## config.mk

```make
export PLATFORM = sky130hd
export DESIGN_NAME = idli_utx_m
export DESIGN_NICKNAME = d
export VERILOG_FILES = /design/src/rtl/idli_pkg.sv /design/src/rtl/idli_utx_fifo_m.sv /design/src/rtl/idli_utx_m.sv
export SDC_FILE = /design/constraint.sdc
export NUM_CORES = 1
export LEC_CHECK = 0
export ABC_AREA = 1
export CAP_MARGIN = 15
export CELL_PAD_IN_SITES_DETAIL_PLACEMENT = 1
export CELL_PAD_IN_SITES_GLOBAL_PLACEMENT = 1
export CORE_MARGIN = 3
export CORE_UTILIZATION = 23
export CTS_BUF_LIST = sky130_fd_sc_hd__clkbuf_4 sky130_fd_sc_hd__clkbuf_8 sky130_fd_sc_hd__clkbuf_16
export DETAILED_ROUTE_END_ITERATION = 10
export GPL_TIMING_DRIVEN = 0
export PLACE_DENSITY_LB_ADDON = 0.1
export SYNTH_ARGS = -nofsm -noshare
export SYNTH_HDL_FRONTEND = slang
export SYNTH_SLANG_ARGS = --single-unit
export TNS_END_PERCENT = 50
```

## constraint.sdc

```tcl
create_clock -name i_utx_gck -period 5.95 [get_ports i_utx_gck]
set_input_delay 1.785 -clock i_utx_gck [delete_from_list [all_inputs] [get_ports i_utx_gck]]
set_output_delay 1.785 -clock i_utx_gck [all_outputs]
set_load 0.02 [all_outputs]
```

## src/rtl/idli_pkg.sv

```systemverilog
// rtl/idli_pkg.sv - shared core types plus UART transmitter state and frame length (IDLI_UTX_PARITY_EN)
package idli_pkg;

    typedef logic [3:0]  slice_t;
    typedef logic [1:0]  ctr_t;
    typedef logic [15:0] data_t;
    typedef logic [7:0]  byte_t;

    typedef enum logic [2:0] {
        UTX_IDLE,
        UTX_START,
        UTX_DATA,
        UTX_PARITY,
        UTX_STOP
    } utx_state_t;

`ifdef IDLI_UTX_PARITY_EN
    localparam int UTX_FRAME_BITS = 11;
`else
    localparam int UTX_FRAME_BITS = 10;
`endif

endpackage

```

## src/rtl/idli_utx_fifo_m.sv

```systemverilog
// rtl/idli_utx_fifo_m.sv - byte FIFO taking two bytes per write and giving one byte per read
module idli_utx_fifo_m
    import idli_pkg::*;
#(
    parameter int   FIFO_DEPTH = 8,
    localparam int  PTR_W      = $clog2(FIFO_DEPTH),
    localparam int  CNT_W      = PTR_W + 1
) (
    input  logic             i_clk,
    input  logic             i_rst,
    input  logic             i_push,
    input  data_t            i_wdata,
    input  logic             i_pop,
    output byte_t            o_rdata,
    output logic [CNT_W-1:0] o_count,
    output logic [CNT_W-1:0] o_count_next
);

    byte_t            mem_q [FIFO_DEPTH];
    byte_t            mem_d [FIFO_DEPTH];
    logic [PTR_W-1:0] wptr_q, wptr_d;
    logic [PTR_W-1:0] wptr_inc;
    logic [PTR_W-1:0] rptr_q, rptr_d;
    logic [CNT_W-1:0] count_q, count_d;

    always_comb begin
        wptr_inc = wptr_q + PTR_W'(1);
        mem_d    = mem_q;
        wptr_d   = wptr_q;
        rptr_d   = rptr_q;
        count_d  = count_q;
        // Low byte first so the serialiser emits it first; pointers wrap by width.
        if (i_push) begin
            mem_d[wptr_q]   = i_wdata[7:0];
            mem_d[wptr_inc] = i_wdata[15:8];
            wptr_d          = wptr_q + PTR_W'(2);
            count_d         = count_d + CNT_W'(2);
        end
        if (i_pop) begin
            rptr_d  = rptr_q + PTR_W'(1);
            count_d = count_d - CNT_W'(1);
        end
    end

    always_ff @(posedge i_clk) begin
        mem_q <= mem_d;
    end

    always_ff @(posedge i_clk) begin
        if (i_rst) begin
            wptr_q  <= '0;
            rptr_q  <= '0;
            count_q <= '0;
        end else begin
            wptr_q  <= wptr_d;
            rptr_q  <= rptr_d;
            count_q <= count_d;
        end
    end

    assign o_rdata      = mem_q[rptr_q];
    assign o_count      = count_q;
    assign o_count_next = count_d;

endmodule

```

## src/rtl/idli_utx_m.sv

```systemverilog
// rtl/idli_utx_m.sv - UART 8N1 transmitter fed 4-bit slices by the core; IDLI_UTX_PARITY_EN adds even parity
module idli_utx_m
    import idli_pkg::*;
#(
    parameter int BAUD_DIV   = 4,
    parameter int FIFO_DEPTH = 8
) (
    input  logic   i_utx_gck,
    input  logic   i_utx_rst,
    input  ctr_t   i_utx_ctr,
    input  logic   i_utx_valid,
    input  slice_t i_utx_data,
    output logic   o_utx_ready,
    output logic   o_utx_tx,
    output logic   o_utx_busy
);

    localparam int               CNT_W     = $clog2(FIFO_DEPTH) + 1;
    localparam int               BAUD_W    = $clog2(BAUD_DIV);
    localparam logic [CNT_W-1:0] READY_MAX = CNT_W'(FIFO_DEPTH - 2);
    localparam logic [BAUD_W-1:0] BAUD_LAST = BAUD_W'(BAUD_DIV - 1);

    logic              accept_q, accept_d;
    logic [11:0]       asm_q, asm_d;
    logic              ready_q, ready_d;
    logic              busy_q, busy_d;
    utx_state_t        state_q, state_d;
    logic [BAUD_W-1:0] baud_q, baud_d;
    logic [2:0]        bit_q, bit_d;
    byte_t             shift_q, shift_d;
`ifdef IDLI_UTX_PARITY_EN
    logic              parity_q, parity_d;
`endif

    logic              push;
    logic              pop;
    logic              bit_end;
    logic              tx;
    data_t             word;
    byte_t             rdata;
    logic [CNT_W-1:0]  count;
    logic [CNT_W-1:0]  count_next;

    idli_utx_fifo_m #(
        .FIFO_DEPTH (FIFO_DEPTH)
    ) u_fifo (
        .i_clk        (i_utx_gck),
        .i_rst        (i_utx_rst),
        .i_push       (push),
        .i_wdata      (word),
        .i_pop        (pop),
        .o_rdata      (rdata),
        .o_count      (count),
        .o_count_next (count_next)
    );

    // The accept decision is taken once at ctr==0 and held for the period.
    always_comb begin
        accept_d = accept_q;
        if (i_utx_ctr == 2'd0) begin
            accept_d = i_utx_valid && ready_q;
        end
        asm_d = {i_utx_data, asm_q[11:4]};
        word  = {i_utx_data, asm_q};
        push  = accept_d && (i_utx_ctr == 2'd3);
    end

    always_comb begin
        ready_d = ready_q;
        if (i_utx_ctr == 2'd3) begin
            ready_d = (count_next <= READY_MAX);
        end
        busy_d = (count_next != '0) || (state_d != UTX_IDLE);
    end

    always_ff @(posedge i_utx_gck) begin
        if (i_utx_rst) begin
            state_q  <= UTX_IDLE;
            baud_q   <= '0;
            bit_q    <= '0;
            shift_q  <= '0;
            accept_q <= 1'b0;
            asm_q    <= '0;
            ready_q  <= 1'b1;
            busy_q   <= 1'b0;
`ifdef IDLI_UTX_PARITY_EN
            parity_q <= 1'b0;
`endif
        end else begin
            state_q  <= state_d;
            baud_q   <= baud_d;
            bit_q    <= bit_d;
            shift_q  <= shift_d;
            accept_q <= accept_d;
            asm_q    <= asm_d;
            ready_q  <= ready_d;
            busy_q   <= busy_d;
`ifdef IDLI_UTX_PARITY_EN
            parity_q <= parity_d;
`endif
        end
    end

    always_comb begin
        state_d = state_q;
        baud_d  = baud_q;
        bit_d   = bit_q;
        shift_d = shift_q;
        pop     = 1'b0;
        bit_end = (baud_q == BAUD_LAST);
`ifdef IDLI_UTX_PARITY_EN
        parity_d = parity_q;
`endif
        if (state_q != UTX_IDLE) begin
            baud_d = bit_end ? '0 : baud_q + BAUD_W'(1);
        end
        case (state_q)
            UTX_IDLE: begin
                if (count != '0) begin
                    pop     = 1'b1;
                    shift_d = rdata;
                    baud_d  = '0;
                    state_d = UTX_START;
`ifdef IDLI_UTX_PARITY_EN
                    parity_d = ^rdata;
`endif
                end
            end
            UTX_START: begin
                if (bit_end) begin
                    bit_d   = '0;
                    state_d = UTX_DATA;
                end
            end
            UTX_DATA: begin
                if (bit_end) begin
                    shift_d = shift_q >> 1;
                    if (bit_q == 3'd7) begin
`ifdef IDLI_UTX_PARITY_EN
                        state_d = UTX_PARITY;
`else
                        state_d = UTX_STOP;
`endif
                    end else begin
                        bit_d = bit_q + 3'd1;
                    end
                end
            end
            UTX_PARITY: begin
                if (bit_end) begin
                    state_d = UTX_STOP;
                end
            end
            UTX_STOP: begin
                if (bit_end) begin
                    state_d = UTX_IDLE;
                end
            end
            default: begin
                state_d = UTX_IDLE;
            end
        endcase
    end

    always_comb begin
        tx = 1'b1;
        case (state_q)
            UTX_START:  tx = 1'b0;
            UTX_DATA:   tx = shift_q[0];
`ifdef IDLI_UTX_PARITY_EN
            UTX_PARITY: tx = parity_q;
`endif
            default:    tx = 1'b1;
        endcase
    end

    assign o_utx_tx    = tx;
    assign o_utx_ready = ready_q;
    assign o_utx_busy  = busy_q;

endmodule

```

======== After elaboration in Yosys (flattened, before gate mapping) ========
Index checks and enable logic that the tools add are counted.
word-level totals
  register bits ........................... 105
  bits of input ports ..................... 9
  word-level logic and storage cells ...... 94
operators by class
  add/sub/neg operators ................... 7
  order comparisons ....................... 6
  eq/ne operators ......................... 11
  muxes and demuxes ....................... 33
  bitwise logic cells ..................... 3
  reductions and logical operators ........ 15
operator list
  kind                 number
  $bwmux 64            2
  $demux 8 s3          2
  $mux 8               6
  $mux 3               9
  $bmux 8 s3           1
  $pmux 8 s2           1
  $pmux 3 s5           1
  $ge 4x4->1 const B   3
  $not 3->4            3
  $add 3x1->3 const B  3
  $lt 4x1->1 const B   2
  $mux 2               4
  $mux 4               2
  $ne 2x2->1 const B   4
  $reduce_bool 4->1    2
  $eq 3x2->1 const B   2
  $eq 3x3->1 const B   2
  $pmux 3 s2           1
  $reduce_bool 3->1    2
  $add 4x2->4 const B  1
  $eq 2x2->1 const B   2
  $le 4x3->1 const B   1
  $logic_and 1x1->1    4
  $reduce_and 4->1     1
  other kinds (11)     14

======== Logic depth before layout (Yosys ltp) ========
  depth after elaboration ................. 8
  gate-level depth with buffers ........... 11
  depth with buffers taken out ............ 11

======== By module ========
A second synthesis with hierarchy kept.
unflattened totals
  cell total of the unflattened synthesis .. 550
  area total of the unflattened synthesis .. 4773.3 µm²
by module, submodules not included
  module           times used  cells each  area each (µm²)
  idli_utx_fifo_m  1           356         3378.2
  idli_utx_m       1           194         1395.1

======== Worst setup path after synthesis ========
OpenSTA, ideal clock, no wires.
  kind .................................... input -> register
  from .................................... input port i_utx_ctr[0]
  to ...................................... register u_fifo.mem_q[0] (netlist bit) (enable)
  arrival ................................. 2.712 ns
  data required time ...................... 5.561 ns
  setup slack ............................. 2.849 ns
  cell stages on the path ................. 3
  path through ............................ nand3_2 > buf_6 > nor2_1
between the ends
  cells in the longest elaborated chain, start to end .. 3
RTL lines
  item                   line                   source
  from (decl)            idli_utx_m.sv:10       input ctr_t i_utx_ctr,
  $logic_not 2->1        idli_utx_m.sv:60       if (i_utx_ctr == 2'd0) begin
  $mux 1                 idli_utx_m.sv:60
  $logic_and 1x1->1 (*)  idli_utx_m.sv:65       push = accept_d && (i_utx_ctr == 2'd3);
  to (signal assigned)   idli_utx_fifo_m.sv:46  mem_q <= mem_d;
  to (decl)              idli_utx_fifo_m.sv:19  byte_t mem_q [FIFO_DEPTH];
Mark *: on every way between the ends. The rest lies on a longest branch, timed or not.
A chain may end at the register's enable or synchronous reset.

======== Final worst setup path ========
  from .................................... register state_q[1]
  to ...................................... output port o_utx_tx
between the ends
  cells in the longest elaborated chain, start to end .. 2
RTL lines
  item                                      line               source
  from (decl)                               idli_utx_m.sv:27   utx_state_t state_q, state_d;
  from (signal assigned)                    idli_utx_m.sv:90   state_q <= state_d;
  $eq 3x2->1 or $eq 3x1->1 (tied branches)  idli_utx_m.sv:167  case (state_q)
  $pmux 1 s2 (*)                            idli_utx_m.sv:167
  to (decl)                                 idli_utx_m.sv:14   output logic o_utx_tx,
Marks and branches as above.

==> run metrics <==
syn_nets 530; Die W 148 microns; Detailed Place HPWL approximately 9300 microns; clock-pin slew on the worst setup and hold paths 0.07 ns; largest net degree at the start of global routing 16; hold_ws 0.462 ns; final hold violations 0; Max-Cap Viols 0; CTS Buf Count 9; Die Y 148 microns; Reg2Reg Depth 6; routed len/inst 16.4 microns; largest family of logic cells by synthesized area simple AND/OR/NAND/NOR gates; Post-Synth Adder-Cell Area 0.0270; GRT Resource Usage Total 0.126; total negative slack 0 ns; leakage power 2.27 nW; VDD IR max about 0.16 mV; Synth Area in Compound Gates 0.0795; Yosys reg bits 104; register area 2720 sq um; FMAX 272 MHz; crit share post-route 0.619; mux contribution to synthesized area 0; # DRC 0; WL final 13200 microns; DIE AREA 21900 sq um; Multi-input gate area 1530 sq um; layout cells sized above 1 0.113; core area 19700 sq um; post-cts sizing count 0; RSZ-0062 raised after global routing false; Ys Warns 0; final cell count without fillers 807; vias per cell 4.23; HP Class flop to flop; CP Launch Point state_q[1]; antenna viol nets, final 0; antenna cells 0; via count 3411; Rows 51; syn_area_per_cell 9.08 sq um; initial antenna violation count 0; CP arrival 1.90 ns; nature of the critical path startpoint flop; CTS Sinks 104; hold depth 1; Critical Path Sink Type output port; initial DRC count 141; worst path required time 4.16 ns; GP Congestion a little over 0.7; simple-gate share of the synthesized area 0.222; initial core utilization 0.236; fin. max-slew vios 0; H-tree levels 3; hold path start bit_q[0]; synthesized cell area 4640 sq um; fill count 2349; reg2reg start u_fifo.wptr_q[2]; cell total after placement 791; clk buf depth 2; xor/xnor cell area share of the yosys netlist 0; Clock Latency Late Sink 0.35 ns; Top Usage Layer GRT met2; first-pass GRT wire length 20700 microns; routing usage on met1 0.179; met3 usage 0.0171; post-layout min period 3.68 ns; grt ovf 0; crit-path max FO 6; number of global-route vias before repair 3561; Initial DRT Pass Iterations 4; status complete, no violations; Worst Skew 0.00796 ns; Worst-Margin Slew 0.869 ns; post-synthesis sequential area ratio 0.587; M2 GR Usage 0.198; Power Dens Cells ~400 nW/um^2; post-CTS setup buffers 0; Power, Total 2.20 mW; Port Buffers 11; Cells after Synth 511; Area Growth Syn to Fin 17.4%; TritonCTS clock tree done; I/O pin cnt 12; WS Path Type flop to output port; CTS Root Cell clkbuf_16; nets@finish 556; final setup fails 0; Slew headroom 0.420; CTS hold repair buffers 0; number of distinct library cells after synthesis 28
-- flip-flops by register name (all words and copies together) (netlist names) --
name            flops
u_fifo.mem_q       64
asm_q              12
shift_q             8
u_fifo.o_count      4
bit_q               3
state_q             3
u_fifo.rptr_q       3
baud_q              2
u_fifo.wptr_q       2
accept_q            1
o_utx_busy          1
o_utx_ready         1
-- routing by layer --
metal  vias to the layer above  wire (microns)
li1                       1712               -
met1                      1652            6720
met2                        30            5990
met3                        17             285
met4                         0             238
met5                         -               0
-- logic make-up (layout without fill, tap and decap cells) --
family,Yosys count,after routing
adder cells (fa/ha/maj),10,10
AND/OR/NAND/NOR,234,234
flip-flops,104,104
buffers and inverters,97,128
AO/OA/AOI/OAI,66,66
-- worst max-delay path: stages, from the launching register on --
cell and delay, ns:
dfxtp_1 0.49, nand3_2 0.20, inv_4 0.13, nand2_1 0.05
nand2_1 0.06, clkdlybuf4s50_1 0.61
-- layout by cell type (no fill, tap or decap), types with 4 or more instances in the layout --
master | synthesis | routed
nand2_1 | 106 | 106
clkdlybuf4s50_1 | 0 | 11
nor2_1 | 60 | 56
o21ai_0 | 29 | 29
nand4_1 | 6 | 6
edfxtp_1 | 64 | 64
dfxtp_1 | 40 | 40
ha_1 | 10 | 10
nand2_2 | 4 | 4
a21oi_1 | 23 | 23
clkbuf_16 | 0 | 9
o211ai_1 | 8 | 8
nor2_2 | 4 | 8
nand3_1 | 46 | 46
a21oi_2 | 4 | 4
clkinv_1 | 2 | 4
nand2_4 | 4 | 4
inv_1 | 68 | 68
buf_2 | 10 | 10
clkbuf_1 | 5 | 5
clkbuf_4 | 0 | 5
-- per-stage QoR --
step	cell area (sq um)	setup slack, ns	utilization
6_report	5450	2.27	0.277
5_1_grt	5450	2.15	0.277
4_1_cts	5450	2.23	0.277
3_5_place_dp	5180	2.13	0.263
3_3_place_gp	5080	1.31	0.259
2_1_floorplan	4640	2.85	-
-- final cells by class --
cell class / instances / share of cell area
sequential: 104 / 0.500
clock inverter: 2 / 0.00138
clock buffer: 14 / 0.0482
timing repair buffer: 15 / 0.0358
inverter: 76 / 0.0537
buffer: 21 / 0.0191
tap: 265 / 0.0608
multi-input combinational: 310 / 0.281
-- cells in the mapped netlist --
cell type / count / share of area
clkbuf_2: 1 / 0.0011
ha_1: 10 / 0.027
buf_4: 1 / 0.0016
a221oi_1: 1 / 0.0019
clkinv_1: 2 / 0.0016
nand4_1: 6 / 0.0081
inv_1: 68 / 0.055
inv_2: 3 / 0.0024
buf_1: 3 / 0.0024
a21oi_1: 23 / 0.025
nor2_4: 2 / 0.0049
inv_4: 3 / 0.0040
edfxtp_1: 64 / 0.41
nand2_1: 106 / 0.086
o211ai_1: 8 / 0.013
o21ai_1: 1 / 0.0011
a21oi_2: 4 / 0.0075
nand3_1: 46 / 0.050
nor2_1: 60 / 0.049
nor2_2: 4 / 0.0054
nand3_2: 2 / 0.0043
dfxtp_1: 40 / 0.17
o21ai_0: 29 / 0.031
buf_6: 1 / 0.0024
clkbuf_1: 5 / 0.0040
nand2_4: 4 / 0.0097
nand2_2: 4 / 0.0054
buf_2: 10 / 0.011
-- worst paths after layout --
check | end | slack, ns
setup / recovery | o_utx_tx | 2.27
hold / removal | bit_q[0] | 0.46
setup reg to reg | u_fifo.mem_q[45] | 3.79
hold reg to reg | bit_q[0] | 0.46
-- where the power goes --
part | total, mW | internal (mW) | leakage (nW) | switching [mW]
clock network | 0.565 | 0.306 | 0.137 | 0.259
registers | 0.871 | 0.822 | 0.886 | 0.0486
logic | 0.760 | 0.244 | 1.25 | 0.516
Note: power is estimated with default switching activity, not from simulation.
